## src/rtl/pctrl_gen.sv

```systemverilog
`default_nettype none
// pctrl_gen: oversampled serial packet decoder driving a per-opcode execute window.
// Rev 1.0
module pctrl_gen #(
  parameter int ADDR_W      = 8,
  parameter int OP_W        = 3,
  parameter int BIT_CYCLES  = 4,
  parameter int EXEC_SHORT  = 31,
  parameter int EXEC_LONG   = 127,
  parameter logic [(1<<OP_W)-1:0] LONG_MASK  = 'h0C,
  parameter logic [(1<<OP_W)-1:0] PULSE_MASK = 'h60,
  parameter int SKIP_CYCLES = 200,
  parameter int BCAST_EN    = 1
) (
  input  logic              clk,
  input  logic              rst,
  input  logic [ADDR_W-1:0] address,
  input  logic              rx,
  output logic [OP_W-1:0]   opcode,
  output logic              busy,
  output logic              err,
  output logic              bcast
);

  localparam int N    = ADDR_W + OP_W;
  localparam int MAX1 = (EXEC_LONG > SKIP_CYCLES) ? EXEC_LONG : SKIP_CYCLES;
  localparam int MAXC = (MAX1 > BIT_CYCLES) ? MAX1 : BIT_CYCLES;
  localparam int CW   = $clog2(MAXC + 1);
  localparam int BW   = $clog2(N + 1);

  localparam logic [OP_W-1:0] NO_OP   = '1;
  localparam logic [CW-1:0]   C_HALF  = CW'(BIT_CYCLES / 2 - 1);
  localparam logic [CW-1:0]   C_BIT   = CW'(BIT_CYCLES - 1);
  localparam logic [CW-1:0]   C_SHORT = CW'(EXEC_SHORT);
  localparam logic [CW-1:0]   C_LONG  = CW'(EXEC_LONG);
  localparam logic [CW-1:0]   C_SKIP  = CW'(SKIP_CYCLES);
  localparam logic [BW-1:0]   C_LAST  = BW'(N - 1);

  localparam logic [2:0] S_IDLE    = 3'd0;
  localparam logic [2:0] S_START   = 3'd1;
  localparam logic [2:0] S_DATA    = 3'd2;
  localparam logic [2:0] S_PARITY  = 3'd3;
  localparam logic [2:0] S_STOP    = 3'd4;
  localparam logic [2:0] S_EXECUTE = 3'd5;
  localparam logic [2:0] S_SKIP    = 3'd6;

  logic [2:0]      state;
  logic            sync1, rxs;
  logic            armed;
  logic [N-1:0]    shifter;
  logic [CW-1:0]   cnt;
  logic [BW-1:0]   bitcnt;
  logic            par_bit, stop_bit, decide;
  logic [OP_W-1:0] exec_op;

  logic [ADDR_W-1:0] field;
  logic [OP_W-1:0]   rx_op;
  logic              is_bcast, is_match, par_ok;

  assign field    = shifter[ADDR_W-1:0];
  assign rx_op    = shifter[N-1:ADDR_W];
  assign is_bcast = (BCAST_EN != 0) && (&field);
  assign is_match = (field == address) || is_bcast;
  assign par_ok   = ~(^{shifter, par_bit});
  assign busy     = (state != S_IDLE);

  always_ff @(posedge clk) begin
    if (rst) begin
      sync1 <= 1'b1;
      rxs   <= 1'b1;
    end else begin
      sync1 <= rx;
      rxs   <= sync1;
    end
  end

  always_ff @(posedge clk) begin
    if (rst) begin
      state    <= S_IDLE;
      armed    <= 1'b0;
      shifter  <= '0;
      cnt      <= '0;
      bitcnt   <= '0;
      par_bit  <= 1'b0;
      stop_bit <= 1'b0;
      decide   <= 1'b0;
      exec_op  <= NO_OP;
      opcode   <= NO_OP;
      err      <= 1'b0;
      bcast    <= 1'b0;
    end else begin
      err <= 1'b0;
      case (state)
        S_IDLE: begin
          if (rxs) begin
            armed <= 1'b1;
          end else if (armed) begin
            state <= S_START;
            cnt   <= C_HALF;
          end
        end
        S_START: begin
          if (cnt != '0) begin
            cnt <= cnt - 1'b1;
          end else if (rxs) begin
            state <= S_IDLE;
          end else begin
            state  <= S_DATA;
            cnt    <= C_BIT;
            bitcnt <= '0;
          end
        end
        S_DATA: begin
          if (cnt != '0) begin
            cnt <= cnt - 1'b1;
          end else begin
            shifter <= {rxs, shifter[N-1:1]};
            cnt     <= C_BIT;
            if (bitcnt == C_LAST) state <= S_PARITY;
            else                  bitcnt <= bitcnt + 1'b1;
          end
        end
        S_PARITY: begin
          if (cnt != '0) begin
            cnt <= cnt - 1'b1;
          end else begin
            par_bit <= rxs;
            cnt     <= C_BIT;
            state   <= S_STOP;
          end
        end
        S_STOP: begin
          // Stop bit is sampled first; the decision lands one edge later.
          if (decide) begin
            decide <= 1'b0;
            if (!stop_bit || !par_ok) begin
              err   <= 1'b1;
              armed <= 1'b0;
              state <= S_IDLE;
            end else if (is_match) begin
              opcode  <= rx_op;
              exec_op <= rx_op;
              bcast   <= is_bcast;
              cnt     <= LONG_MASK[rx_op] ? C_LONG : C_SHORT;
              state   <= S_EXECUTE;
            end else begin
              cnt   <= C_SKIP;
              state <= S_SKIP;
            end
          end else if (cnt != '0) begin
            cnt <= cnt - 1'b1;
          end else begin
            stop_bit <= rxs;
            decide   <= 1'b1;
          end
        end
        S_EXECUTE: begin
          if (cnt == '0) begin
            opcode <= NO_OP;
            bcast  <= 1'b0;
            state  <= S_IDLE;
          end else begin
            cnt <= cnt - 1'b1;
            if (PULSE_MASK[exec_op]) opcode <= NO_OP;
          end
        end
        S_SKIP: begin
          if (cnt == '0) begin
            armed <= 1'b0;
            state <= S_IDLE;
          end else begin
            cnt <= cnt - 1'b1;
          end
        end
        default: state <= S_IDLE;
      endcase
    end
  end

endmodule
`default_nettype wire

```

## config.mk

```make
export PLATFORM = sky130hd
export DESIGN_NAME = pctrl_gen
export DESIGN_NICKNAME = d
export VERILOG_FILES = /design/src/rtl/pctrl_gen.sv
export SDC_FILE = /design/constraint.sdc
export NUM_CORES = 1
export LEC_CHECK = 0
export CAP_MARGIN = 0
export CORE_MARGIN = 2
export CORE_UTILIZATION = 55
export DETAILED_ROUTE_END_ITERATION = 12
export PLACE_DENSITY_LB_ADDON = 0.12
export SLEW_MARGIN = 30
export SYNTH_ARGS = -nofsm -noshare
export SYNTH_HDL_FRONTEND = slang
export SYNTH_SLANG_ARGS = --single-unit
```

## constraint.sdc

```tcl
create_clock -name clk -period 2.55 [get_ports clk]
set_input_delay 0.3825 -clock clk [delete_from_list [all_inputs] [get_ports clk]]
set_output_delay 0.3825 -clock clk [all_outputs]
set_load 0.005 [all_outputs]
```

# Word-level counts from Yosys, hierarchy flattened
# Memories as Yosys holds them, arrays and structs flattened. A register that Yosys moved wholly into a read port is not among the register bits.
# Cells that the tools add are included.
# classes
addsub	2
n_bitwise	4
eq_ne	29
reduce_logical	26
n_mux	53
n_lt_le_gt_ge	2
# ops
operator	count
two-way mux 8 bit	10
two-way mux 3 bit	18
one-hot mux 8 bit (5 select lines)	1
!= test 2 bit, second input constant	16
AND reduction 5 bit	4
one-hot mux 3 bit (6 select lines)	1
two-way mux 4 bit	4
AND reduction 8 bit	2
two-way mux 1 bit	12
!= test 3 bit, second input constant	4
XOR reduction 12 bit	1
== test 3 bit, second input constant	3
== test 8 bit	1
zero test 8 bit	1
less-than comparator 3 x 4 -> 1 bit, second input constant	2
one-hot mux 4 bit (2 select lines)	1
nonzero test 8 bit	1
subtractor 8 x 1 -> 8 bit, second input constant	1
two-way mux 7 bit	1
AND reduction 7 bit	1
== test 3 x 2 -> 1 bit, second input constant	2
one-hot mux 3 bit (2 select lines)	1
nonzero test 3 bit	2
nonzero test 5 bit	1
17 further kinds	25
# word_totals
reg_bits	40
mem_count	2
romBits	16
# memory_table
memory	depth	width	read_ports	rd_clocked_by_memory_dff	wr	line	text
(no name shown)	8	1	1	1	0	164	if (PULSE_MASK[exec_op]) opcode <= NO_OP;
(no name shown)	8	1	1	1	0	144	cnt <= LONG_MASK[rx_op] ? C_LONG : C_SHORT;

# Logic depth before layout (Yosys ltp)
# Gate-level depths: netlist of run 1.
# logic_depth
depth_word	7
depth_mapped	9
depth_no_buf	8

# Worst setup path before layout of run 1
# Ideal clock, no wire load.
# synth_timing
kind	reg-to-reg
start	register cnt[0]
end	register state[2]
path_slack_ns	0.319
arrival_time_ns	2.100
required_time_ns	2.419
stages_incl_launch_ff	9
n_path_buf	0
cell_sequence	dfxtp_1 inv_1 ha_1 or4b_1 nand3b_1 a311oi_2 o21ai_0 a31oi_1 nor3_1
# synth_via
elab_chain_cells	3
word_cells_on_any_way	7
cone_classes	4 x eq/ne; 3 x reduce/logical
# synth_lines
element	line	text
start: declaration	51	logic [CW-1:0] cnt;
start signal: assignment	104	cnt <= cnt - 1'b1;
start signal: assignment	115	cnt <= cnt - 1'b1;
start signal: assignment	125	cnt <= cnt - 1'b1;
nonzero test 8 bit / zero test 8 bit (equally long branches)	n/a	
!= test 2 bit (no line) / != test 2 x 1 -> 1 bit (equally long branches)	n/a	
AND reduction 8 bit (no line) *	n/a	
end signal: assignment	106	state <= S_IDLE;
end signal: assignment	108	state <= S_DATA;
end signal: assignment	119	if (bitcnt == C_LAST) state <= S_PARITY;
end: declaration	47	logic [2:0] state;
# Every way passes the cells marked *; elsewhere a longest branch is shown, timed or not.
# A chain may end at the register's enable or synchronous reset.

# Worst setup path in the final report of run 1
# layout_timing
start	register cnt[0]
end	register bitcnt[3]
# layout_via
elab_chain_cells	3
word_cells_on_any_way	4
cone_classes	2 x eq/ne; 2 x reduce/logical
# layout_lines
element	line	text
nonzero test 8 bit *	103, 114	
!= test 2 bit (no line)	n/a	
AND reduction 5 bit (no line) *	n/a	
end signal: assignment	120	else bitcnt <= bitcnt + 1'b1;
end: declaration	52	logic [BW-1:0] bitcnt;
# Marked as above.

==> out/qor.csv, run 1 <==
stage;metric;value;unit
worst_setup_path;r2r_slack;0.12;ns
timing;setup_viol;0;
clock_network;cts_max_level;2;
global_routing;grt_pass1_vias;2049;
detailed_routing;via_per_inst;6.000;
floorplan;die_h;69.95;um
detailed_routing;drc;0;
detailed_routing;routedWlPerCell;14.88;um
global_routing;grt.total_usage;0.2364;
final_layout;area_growth_syn_to_layout;13.76;%
detailed_routing;drtPass1Iterations;4;
timing;fin_skew;0.008394;ns
placed_design;io_buffers;16;
clock_network;cts_tree;yes;
worst_setup_path;max_stage_delay;0.53;ns
worst_setup_path;crit_family;simple AND/OR/NAND/NOR gates;
logic_synthesis;synth_cell_type_count;51;
timing;report.final.slew_viol_count;0;
clock_network;cts_root_buf;clkbuf_8;
logic_synthesis;synth_seq_cells;42;
final_layout;drive_gt1_frac;0.1094;
detailed_routing;totalWireLength;5.507;mm
worst_setup_path;start_kind;flop;
hold_path;hold_class;reg2reg;
logic_synthesis;synth_nets;312;
clock_network;clk_latency;0.30;ns
logic_synthesis;ys_warn_count;0;
worst_setup_path;crit_chain;inv_1 -> ha_1 -> or4b_4 -> nand3b_1 -> buf_4 -> or4_1 -> a21oi_1;
worst_setup_path;reg2reg_depth;7;
timing;finalHoldViolCount;0;
worst_setup_path;critPathRequiredTime;2.79;ns
final_layout;antenna-diode-count;0;
hold_path;hold_depth;1;
logic_synthesis;yosys.area.top_type;dfxtp_1;
logic_synthesis;synth_top_area_frac;0.3515;
hold_path;min_to;rxs$_SDFF_PP1_;
timing;max_clock_freq;412.2;MHz
worst_setup_path;critPathBufInv;2;
clock_network;cts_buffer_depth;2;
global_routing;overflow;0;
pwr;p_total;2.881;mW
timing;post-route-period-util;0.9515;
floorplan;dieArea;0.004893;mm^2
global_routing;grt_pass1_wl;9.577;mm
logic_synthesis;async_flop_share;0;
global_routing;grt_max_degree;35;
worst_setup_path;arrival;2.67;ns
detailed_routing;via_count;2220;
pwr;vdd_ir_drop_max;455.1;uV
timing;fin_tns_setup;0;ns
logic_synthesis;syn_inst;298;
detailed_routing;drtIter0Drc;248;
logic_synthesis;synth-edff-count;0;
timing;worst_pin_slew;0.6409;ns
placed_design;place_hpwl;3.993;mm
final_layout;nets;333;
clock_network;clock_sinks;42;
floorplan;top_level_ports;17;
clock_network;cts_hold_buffers;0;
timing;rsz0062_at_grt;false;
detailed_routing;antenna_left;0;
hold_path;hp-start;sync1$_SDFF_PP1_;
floorplan;die_w;69.95;um
timing;fin_crit;2.426;ns
run;maxCapViolations;0;
worst_setup_path;endpoint_kind;flop;
logic_synthesis;syn_avg_cell_area;8.028;um^2
pwr;leakagePower;1.030;nW
worst_setup_path;r2r_start;cnt[0]$_SDFFE_PP0P_;
worst_setup_path;slowest_stage;or4b_4;
run_status;status;finished, final reports clean;
worst_setup_path;path_class;reg2reg;
placed_design;place.gp.congestion;0.9461;
floorplan;initial_utilization;0.5854;
clock_network;cts_buffers;5;
global_routing;grt_antenna_before_repair;0;
floorplan;rows;23;
logic_synthesis;synth_area;0.002392;mm^2
pwr;powerDensity;1059;mW/mm^2
worst_setup_path;r2r-end;bitcnt[3]$_SDFFE_PP0P_;
worst_setup_path;path_max_fanout;6;
logic_synthesis;seq_area_frac_synth;0.3515;
timing;worst_slack;0.1238;ns
logic_synthesis;ys.flop_type;dfxtp_1;
clock_network;cts.clk_slew.worst_paths;0.09;ns
floorplan;core_area;0.004086;mm^2
placed_design;dpl_worst_slack;0.09434;ns
logic_synthesis;yosys-top-cells-area;dfxtp_1 35%, a21oi_1 5.9%, nand2_1 5.8%, nor2_1 4.1%, xor2_1 4.0%;
timing;slew_headroom;0.5688;
[per-stage QoR]
| step | area (um^2) | utilization | std cells | hold slack, ns |
|---|---|---|---|---|
| 3_3_place_gp | 2610 | 0.6387 | 361 | 0.4002 |
| 2_1_floorplan | 2392 | - | 298 | 0.3895 |
| 5_1_grt | 2721 | 0.6660 | 370 | 0.4608 |
| 4_1_cts | 2705 | 0.6620 | 369 | 0.4313 |
| 6_report | 2721 | 0.6660 | 370 | 0.4280 |
| 3_5_place_dp | 2610 | 0.6387 | 361 | 0.4046 |
[worst reg2reg max path: cells and delay by family, from the launching register on]
family	cells	cell delay (ns)
and+or+nand+nor	3	1.33
adders and majority gates	1	0.21
AOI/OAI and AO/OA	1	0.14
buffers and inverters	2	0.34
DFF	1	0.35
[layout by cell type, fill, tap and decap left out, drive strengths merged, types with 4 or more instances in the layout]
cell / netlist / final
nor2: 28 / 28
a21oi: 28 / 28
mux2i: 6 / 6
nand3: 13 / 13
nand2: 37 / 37
clkdlybuf4s50: 0 / 16
dfxtp: 42 / 42
inv: 11 / 14
xor2: 11 / 11
a311oi: 4 / 4
clkbuf: 15 / 5
nor3: 8 / 8
nor4: 5 / 5
a31oi: 4 / 4
buf: 2 / 15
xnor2: 7 / 7
o21ai: 16 / 16
a211oi: 6 / 6
nand4: 7 / 7
nand2b: 4 / 4
[per-layer routing]
layer  wire (um)  GRT usage  share of wire
met3         257    0.04473          0.047
met5           0          0              0
met2        2614     0.3820           0.47
met4          94    0.07906          0.017
met1        2541     0.3167           0.46
[synth_stat cells, types with 2 or more instances]
master and instances:
xor2_1 11, a311oi_1 3, a31oi_1 4, inv_1 11, xnor2_1 7, nand2b_1 4, nand3_1 13, o21a_1 3
ha_1 3, nor2_2 2, dfxtp_1 42, clkbuf_8 5, clkbuf_1 10, o211ai_1 3, nor4_1 4, a21oi_1 28
nand3b_1 3, or2_2 3, nor3_1 8, nor2b_1 2, a211oi_1 6, nor2_1 26, nand2_1 37, o31ai_1 3
and2_1 2, o21ai_0 15, o311ai_0 2, mux2i_1 6, a221oi_1 3, nand4_1 7, a41oi_1 2
[sequential cells by signal (all words and copies together) (netlist names), 3 cells and up, named ones only]
name	count
exec_op	3
shifter	11
cnt	8
opcode	3
state	3
bitcnt	4
[report_power, final]
| part | leakage [nW] | switching [mW] | internal (mW) |
|---|---|---|---|
| clock network | 0.0495 | 0.262 | 0.203 |
| registers | 0.341 | 0.118 | 0.738 |
| logic | 0.639 | 0.890 | 0.669 |
| total | 1.03 | 1.27 | 1.61 |
[worst max-delay path by stage]
stage / cells past startpoint / slack [ns] / endpoint / start
finish: 7 / 0.12 / bitcnt[3]$_SDFFE_PP0P_ / cnt[0]$_SDFFE_PP0P_
global route: 8 / 0.002 / state[0]$_SDFFE_PP0P_ / cnt[0]$_SDFFE_PP0P_
CTS: 9 / 0.06 / shifter[1]$_SDFFE_PP0P_ / cnt[0]$_SDFFE_PP0P_
detailed placement: 7 / 0.09 / bitcnt[3]$_SDFFE_PP0P_ / cnt[0]$_SDFFE_PP0P_
global placement: 9 / 0.16 / shifter[7]$_SDFFE_PP0P_ / cnt[0]$_SDFFE_PP0P_
floorplan: 8 / 0.32 / state[2]$_SDFFE_PP0P_ / cnt[0]$_SDFFE_PP0P_
[layout make-up]
| cell class | count | area [um^2] |
|---|---|---|
| clock buffer | 5 | 68.82 |
| clock inverter | 3 | 26.28 |
| fill | 345 | 1365 |
| inverter | 11 | 41.29 |
| multi-input combinational | 228 | 1396 |
| sequential | 42 | 840.8 |
| tap | 50 | 62.56 |
| timing repair buffer | 31 | 285.3 |
[logic make-up after synthesis]
group           after synthesis  share of synthesized area
compound gates               83                     0.2259
xor+xnor                     19                    0.07584
fa+ha+maj                     3                    0.01569
buf+inv                      28                    0.06852
flops                        42                     0.3515
mux                           6                    0.02511
simple gates                117                     0.2374
[timing repair]
item / in CTS / in global routing
gates resized for setup: 0 / 2
setup buffers: 0 / 1
setup endpoints to repair: 0 / 17
(Power assumes the default switching activity.)
==> inputs of run 2 (changes only) <==
CORE_ASPECT_RATIO = 0.5   (was unset)
==> run 2 against run 1 <==
Design area grew 0.87%; register-to-register slack gained 0.05 ns; highest routed layer unchanged; largest power group unchanged; flip-flop and latch count is the same; via count grew 3.8%.
==> out/qor.csv, run 2 (synthesized netlist as in run 1, its figures left out) <==
stage;metric;value;unit;change
run_status;status;finished, final reports clean;;unchanged
floorplan;initial_utilization;0.5916;;was 0.5854
floorplan;rows;16;;was 23
final_layout;most-common-layout-cells;42 x dfxtp_1, 37 x nand2_1, 28 x a21oi_1;;unchanged
worst_setup_path;max_stage_delay;0.53;ns;about the same
clock_network;cts.clk_slew.worst_paths;0.08;ns;was 0.09 ns
worst_setup_path;cp-startpoint;cnt[0]$_SDFFE_PP0P_;;unchanged
floorplan;die_w;97.27;um;was 69.95 um
clock_network;clk_latency;0.29;ns;was 0.30 ns
final_layout;nets;336;;was 333
detailed_routing;drc;0;;unchanged
worst_setup_path;start_kind;flop;;unchanged
timing;worst_pin_slew;0.7154;ns;was 0.6409 ns
timing;max_clock_freq;421.5;MHz;was 412.2 MHz
final_layout;nFillCells;351;;was 345
clock_network;cts_max_level;2;;unchanged
global_routing;grt.total_usage;0.2494;;was 0.2364
global_routing;grt_pass1_wl;9.887;mm;was 9.577 mm
floorplan;core_area;0.004044;mm^2;was 0.004086 mm^2
timing;post-route-period-util;0.9304;;was 0.9515
pwr;combPwrFrac;0.558;;was 0.541
final_layout;antenna-diode-count;0;;unchanged
pwr;cell_internal_pwr;1.635;mW;was 1.611 mW
worst_setup_path;crit_family;simple AND/OR/NAND/NOR gates;;unchanged
pwr;p_seq_frac;0.294;;was 0.297
timing;fin_tns_setup;0;ns;unchanged
final_layout;design_area;0.002745;mm^2;was 0.002721 mm^2
final_layout;fin_cells;377;;was 370
worst_setup_path;r2r_start;cnt[0]$_SDFFE_PP0P_;;unchanged
clock_network;cts_setup_buffers;0;;unchanged
worst_setup_path;crit_chain;inv_1 -> ha_1 -> or4b_4 -> nand3b_1 -> buf_4 -> or4_1 -> a21oi_1;;unchanged
clock_network;cts_buffer_depth;2;;unchanged
worst_setup_path;arrival;2.60;ns;was 2.67 ns
worst_setup_path;r2r_slack;0.18;ns;was 0.12 ns
clock_network;cts_root_buf;clkbuf_8;;unchanged
worst_setup_path;critPathRequiredTime;2.78;ns;was 2.79 ns
timing;setup_viol;0;;unchanged
final_layout;regMostFlops;shifter;;unchanged
floorplan;die_h;50.64;um;was 69.95 um
final_layout;largest_register_ffs;11;;unchanged
detailed_routing;routedWlPerCell;15.35;um;was 14.88 um
worst_setup_path;slowest_stage;or4b_4;;unchanged
timing;finalHoldViolCount;0;;unchanged
placed_design;place_hpwl;4.270;mm;was 3.993 mm
worst_setup_path;path_max_fanout;7;;was 6
detailed_routing;totalWireLength;5.788;mm;was 5.507 mm
clock_network;cts_tree;yes;;unchanged
detailed_routing;via_per_inst;6.114;;was 6.000
pwr;vdd_ir_drop_max;393.0;uV;was 455.1 uV
detailed_routing;via_count;2305;;was 2220
final_layout;multi_input_area;0.001401;mm^2;was 0.001396 mm^2
pwr;p_sw;1.289;mW;was 1.270 mW
detailed_routing;drtIter0Drc;166;;was 248
detailed_routing;drtPass1Iterations;4;;unchanged
timing;report.final.slew_viol_count;0;;unchanged
pwr;leakagePower;1.044;nW;was 1.030 nW
timing;slew_headroom;0.5186;;was 0.5688
worst_setup_path;path_class;reg2reg;;unchanged
detailed_routing;antenna_left;0;;unchanged
timing;fin_skew;0.006187;ns;was 0.008394 ns
worst_setup_path;critPathBufInv;2;;unchanged
placed_design;place.gp.congestion;0.9292;;was 0.9461
global_routing;grt_pass1_vias;2218;;was 2049
clock_network;cts_buffers;5;;unchanged
pwr;powerDensity;1065;mW/mm^2;was 1059 mW/mm^2
hold_path;hp-start;sync1$_SDFF_PP1_;;unchanged
final_layout;area_growth_syn_to_layout;14.75;%;was 13.76%
global_routing;grt_max_degree;27;;was 35
final_layout;register_area;840.8;um^2;unchanged
final_layout;top_regs;shifter x11, cnt x8, bitcnt x4;;unchanged
clock_network;cts-resized-gates;0;;unchanged
worst_setup_path;endpoint_kind;flop;;unchanged
placed_design;post_dp_cell_area;0.002645;mm^2;was 0.002610 mm^2
placed_design;io_buffers;16;;unchanged
timing;fin_crit;2.372;ns;was 2.426 ns
final_layout;drive_gt1_frac;0.1176;;was 0.1094
floorplan;top_level_ports;17;;unchanged
clock_network;cts_hold_buffers;0;;unchanged
floorplan;dieArea;0.004925;mm^2;was 0.004893 mm^2
timing;rsz0062_at_grt;false;;unchanged
clock_network;clock_sinks;42;;unchanged
pwr;p_total;2.923;mW;was 2.881 mW
pwr;clockPowerShare;0.148;;was 0.161
placed_design;placed_cells;369;;was 361
final_layout;final_common_cell;dfxtp_1;;unchanged
run;maxCapViolations;0;;unchanged
hold_path;hold_class;reg2reg;;unchanged
global_routing;grt_antenna_before_repair;0;;unchanged
pwr;netSwitchingFraction;0.4408;;about the same
global_routing;overflow;0;;unchanged
[run 2: cell types whose count changed in the layout (fill, tap and decap cells not counted)]
cell,delta
buf_4,+3
clkbuf_1,+1
clkinv_2,+1
clkinv_4,+1
inv_6,-3
nor3_1,-1
nor3_2,+1
[run 2: area by class of cell]
type / count / area share
clock inverters: 2 / 0.005014
repair buffers: 34 / 0.1121
flip-flops and latches: 42 / 0.3063
well taps: 54 / 0.02461
multi-input cells: 228 / 0.5105
clock buffers: 6 / 0.02644
inverters: 11 / 0.01504
[run 2: layer usage]
metal	wire, um	vias up	global-route usage
met3	410	12	0.06825
met1	2853	1079	0.3305
li1	-	1119	-
met4	82	0	0.07176
met2	2441	95	0.4051
met5	0	-	0
[run 2: worst reg2reg max path, cell delays in order (launching register included)]
cell      delay [ns]
dfxtp_1         0.34
inv_1           0.12
ha_1            0.22
or4b_4          0.53
nand3b_1        0.25
buf_4           0.20
or4_1           0.50
a21oi_1         0.15
[run 2: metrics by stage]
step             util  hold WS (ns)  setup WS, ns
5_1_grt        0.6788        0.4581       0.04229
3_3_place_gp   0.6541        0.3928       0.05963
3_5_place_dp   0.6541        0.3923       0.04055
6_report       0.6788        0.4120        0.1776
2_1_floorplan       -        0.3895        0.3189
4_1_cts        0.6754        0.4129       0.05926
[run 2: final timing paths]
kind	endpoint	cells after the start
max	bitcnt[3]$_SDFFE_PP0P_	7
min reg2reg	rxs$_SDFF_PP1_	1
min	rxs$_SDFF_PP1_	1
max reg2reg	bitcnt[3]$_SDFFE_PP0P_	7
[run 2: power by group through the flow]
| stage | Combinational (mW) | Clock (mW) | Sequential [mW] |
|---|---|---|---|
| 3_5_place_dp | 1.55 | 0 | 0.871 |
| 2_1_floorplan | 1.09 | 0 | 0.812 |
| 3_3_place_gp | 1.52 | 0 | 0.869 |
| 5_1_grt | 1.78 | 0.469 | 0.875 |
| 4_1_cts | 1.57 | 0.438 | 0.855 |
| 6_report | 1.63 | 0.433 | 0.861 |
==> inputs of run 3 (changes only) <==
SETUP_SLACK_MARGIN = 0.1   (was unset)
==> run 3 against run 2 <==
Non-clock buffer count stayed put; power rose by 0.22%; core utilization grew 0.15 points; clock-buffer cell count is the same; critical endpoint unchanged; global-route usage hardly changed; die area unchanged; fmax increased by 2.4%; largest power group unchanged; clock skew increased by 0.0011 ns; sequential share of layout area is 0.070 points lower; first-iteration DRC count rose by 2.4%.
==> out/qor.csv, run 3 (synthesized netlist as in run 1, its figures left out) <==
stage;metric;value;unit;change
run_status;status;finished, final reports clean;;unchanged
final_layout;nets;336;;unchanged
floorplan;top_level_ports;17;;unchanged
worst_setup_path;arrival;2.54;ns;was 2.60 ns
placed_design;io_buffers;16;;unchanged
clock_network;cts_hold_buffers;0;;unchanged
timing;fin_skew;0.007306;ns;was 0.006187 ns
hold_path;hold_class;reg2reg;;unchanged
run;maxCapViolations;0;;unchanged
clock_network;cts_buffer_depth;2;;unchanged
final_layout;area_growth_syn_to_layout;15.01;%;was 14.75%
detailed_routing;routedWlPerCell;15.43;um;was 15.35 um
final_layout;final_common_cell;dfxtp_1;;unchanged
hold_path;hp-start;sync1$_SDFF_PP1_;;unchanged
detailed_routing;drtIter0Drc;170;;was 166
placed_design;post_dp_cell_area;0.002645;mm^2;unchanged
clock_network;cts_tree;yes;;unchanged
worst_setup_path;r2r_slack;0.23;ns;was 0.18 ns
clock_network;clock_sinks;42;;unchanged
worst_setup_path;endpoint_kind;flop;;unchanged
global_routing;overflow;0;;unchanged
pwr;leakagePower;1.043;nW;was 1.044 nW
hold_path;min_to;rxs$_SDFF_PP1_;;unchanged
timing;slew_headroom;0.5175;;was 0.5186
clock_network;cts_root_buf;clkbuf_8;;unchanged
worst_setup_path;critPathRequiredTime;2.78;ns;about the same
worst_setup_path;path_class;reg2reg;;unchanged
hold_path;hold_depth;1;;unchanged
worst_setup_path;path_max_fanout;7;;unchanged
global_routing;grt_pass1_vias;2218;;unchanged
final_layout;regMostFlops;shifter;;unchanged
timing;holdWs;0.4120;ns;about the same
floorplan;dieArea;0.004925;mm^2;unchanged
clock_network;cts-resized-gates;1;;was 0
pwr;vdd_ir_drop_max;392.9;uV;was 393.0 uV
placed_design;placed_cells;369;;unchanged
timing;report.final.slew_viol_count;0;;unchanged
timing;max_clock_freq;431.5;MHz;was 421.5 MHz
global_routing;grt_antenna_before_repair;0;;unchanged
final_layout;antenna-diode-count;0;;unchanged
worst_setup_path;start_kind;flop;;unchanged
clock_network;cts_setup_buffers;0;;unchanged
floorplan;rows;16;;unchanged
worst_setup_path;r2r-end;bitcnt[3]$_SDFFE_PP0P_;;unchanged
placed_design;place_hpwl;4.270;mm;unchanged
final_layout;design_area;0.002751;mm^2;was 0.002745 mm^2
pwr;powerDensity;1065;mW/mm^2;about the same
timing;fin_tns_setup;0;ns;unchanged
detailed_routing;drc;0;;unchanged
timing;finalHoldViolCount;0;;unchanged
timing;rsz0062_at_grt;false;;unchanged
final_layout;nFillCells;351;;unchanged
clock_network;cts.clk_slew.worst_paths;0.08;ns;about the same
final_layout;largest_register_ffs;11;;unchanged
detailed_routing;drtPass1Iterations;4;;unchanged
worst_setup_path;r2r_start;cnt[0]$_SDFFE_PP0P_;;unchanged
floorplan;initial_utilization;0.5916;;unchanged
timing;setup_viol;0;;unchanged
detailed_routing;antenna_left;0;;unchanged
final_layout;register_area;840.8;um^2;unchanged
global_routing;grt.total_usage;0.2497;;was 0.2494
placed_design;place.gp.congestion;0.9292;;unchanged
timing;post-route-period-util;0.9088;;was 0.9304
final_layout;most-common-layout-cells;42 x dfxtp_1, 37 x nand2_1, 27 x a21oi_1;;was 42 x dfxtp_1, 37 x nand2_1, 28 x a21oi_1
clock_network;cts_max_level;2;;unchanged
timing;worst_pin_slew;0.7171;ns;was 0.7154 ns
final_layout;multi_input_area;0.001408;mm^2;was 0.001401 mm^2
worst_setup_path;reg2reg_depth;7;;unchanged
floorplan;die_h;50.64;um;unchanged
detailed_routing;via_count;2323;;was 2305
clock_network;cts_buffers;5;;unchanged
final_layout;post-route-util;0.6804;;was 0.6788
detailed_routing;totalWireLength;5.817;mm;was 5.788 mm
global_routing;grt_pass1_wl;9.901;mm;was 9.887 mm
final_layout;top_regs;shifter x11, cnt x8, bitcnt x4;;unchanged
global_routing;grt_max_degree;27;;unchanged
final_layout;fin_cells;377;;unchanged
final_layout;drive_gt1_frac;0.1269;;was 0.1176
timing;fin_crit;2.317;ns;was 2.372 ns
detailed_routing;via_per_inst;6.162;;was 6.114
floorplan;die_w;97.27;um;unchanged
floorplan;core_area;0.004044;mm^2;unchanged
clock_network;clk_latency;0.30;ns;was 0.29 ns
-- run 3: cell count changes in the layout (fill, tap and decap cells not counted) --
cell and change:
ha_1 -1, a21oi_2 +1, inv_2 +1, ha_2 +1
a21oi_1 -1, inv_1 -1
-- run 3: through the flow --
| stage | setup slack [ns] | power (mW) |
|---|---|---|
| after floorplan | 0.3189 | 1.897 |
| after global placement | 0.05963 | 2.394 |
| after detailed placement | 0.04055 | 2.424 |
| after CTS | 0.09758 | 2.868 |
| after global routing | 0.1184 | 3.129 |
| final | 0.2325 | 2.930 |
-- run 3: how the worst max path moves through the flow --
stage	from	endpoint	slack [ns]	cells after the start
floorplan	cnt[0]$_SDFFE_PP0P_	state[2]$_SDFFE_PP0P_	0.32	8
global placement	address[1]	opcode[0]$_SDFFE_PP1P_	0.06	8
detailed placement	address[1]	opcode[0]$_SDFFE_PP1P_	0.04	8
CTS	cnt[0]$_SDFFE_PP0P_	bitcnt[3]$_SDFFE_PP0P_	0.1	7
global route	cnt[0]$_SDFFE_PP0P_	bitcnt[3]$_SDFFE_PP0P_	0.12	7
finish	cnt[0]$_SDFFE_PP0P_	bitcnt[3]$_SDFFE_PP0P_	0.23	7
-- run 3: area by class of cell --
type | count | share of cell area
Multi-Input combinational cell | 228 | 0.5116
Sequential cell | 42 | 0.3056
Timing Repair Buffer | 34 | 0.1119
Clock buffer | 6 | 0.02638
Tap cell | 54 | 0.02456
Inverter | 11 | 0.01501
Clock inverter | 2 | 0.005002
-- run 3: routing by layer --
metal	vias to the layer above	part of all wire	wire [um]	global-route usage
met5	-	0	0	0
met4	0	0.012	72	0.07176
met3	10	0.075	439	0.06825
met2	103	0.42	2471	0.4051
met1	1090	0.49	2833	0.3313
li1	1120	-	-	-
-- run 3: where the power goes --
group | switching, mW | internal [mW] | leakage, nW
combinational | 0.930 | 0.706 | 0.657
clock | 0.238 | 0.193 | 0.0452
sequential | 0.123 | 0.739 | 0.341
-- run 3: worst max-delay path: stages (launching register included) --
cell and delay (ns):
dfxtp_1 0.35, inv_2 0.09, ha_2 0.20, or4b_4 0.52
nand3b_1 0.25, buf_4 0.20, or4_1 0.49, a21oi_1 0.15
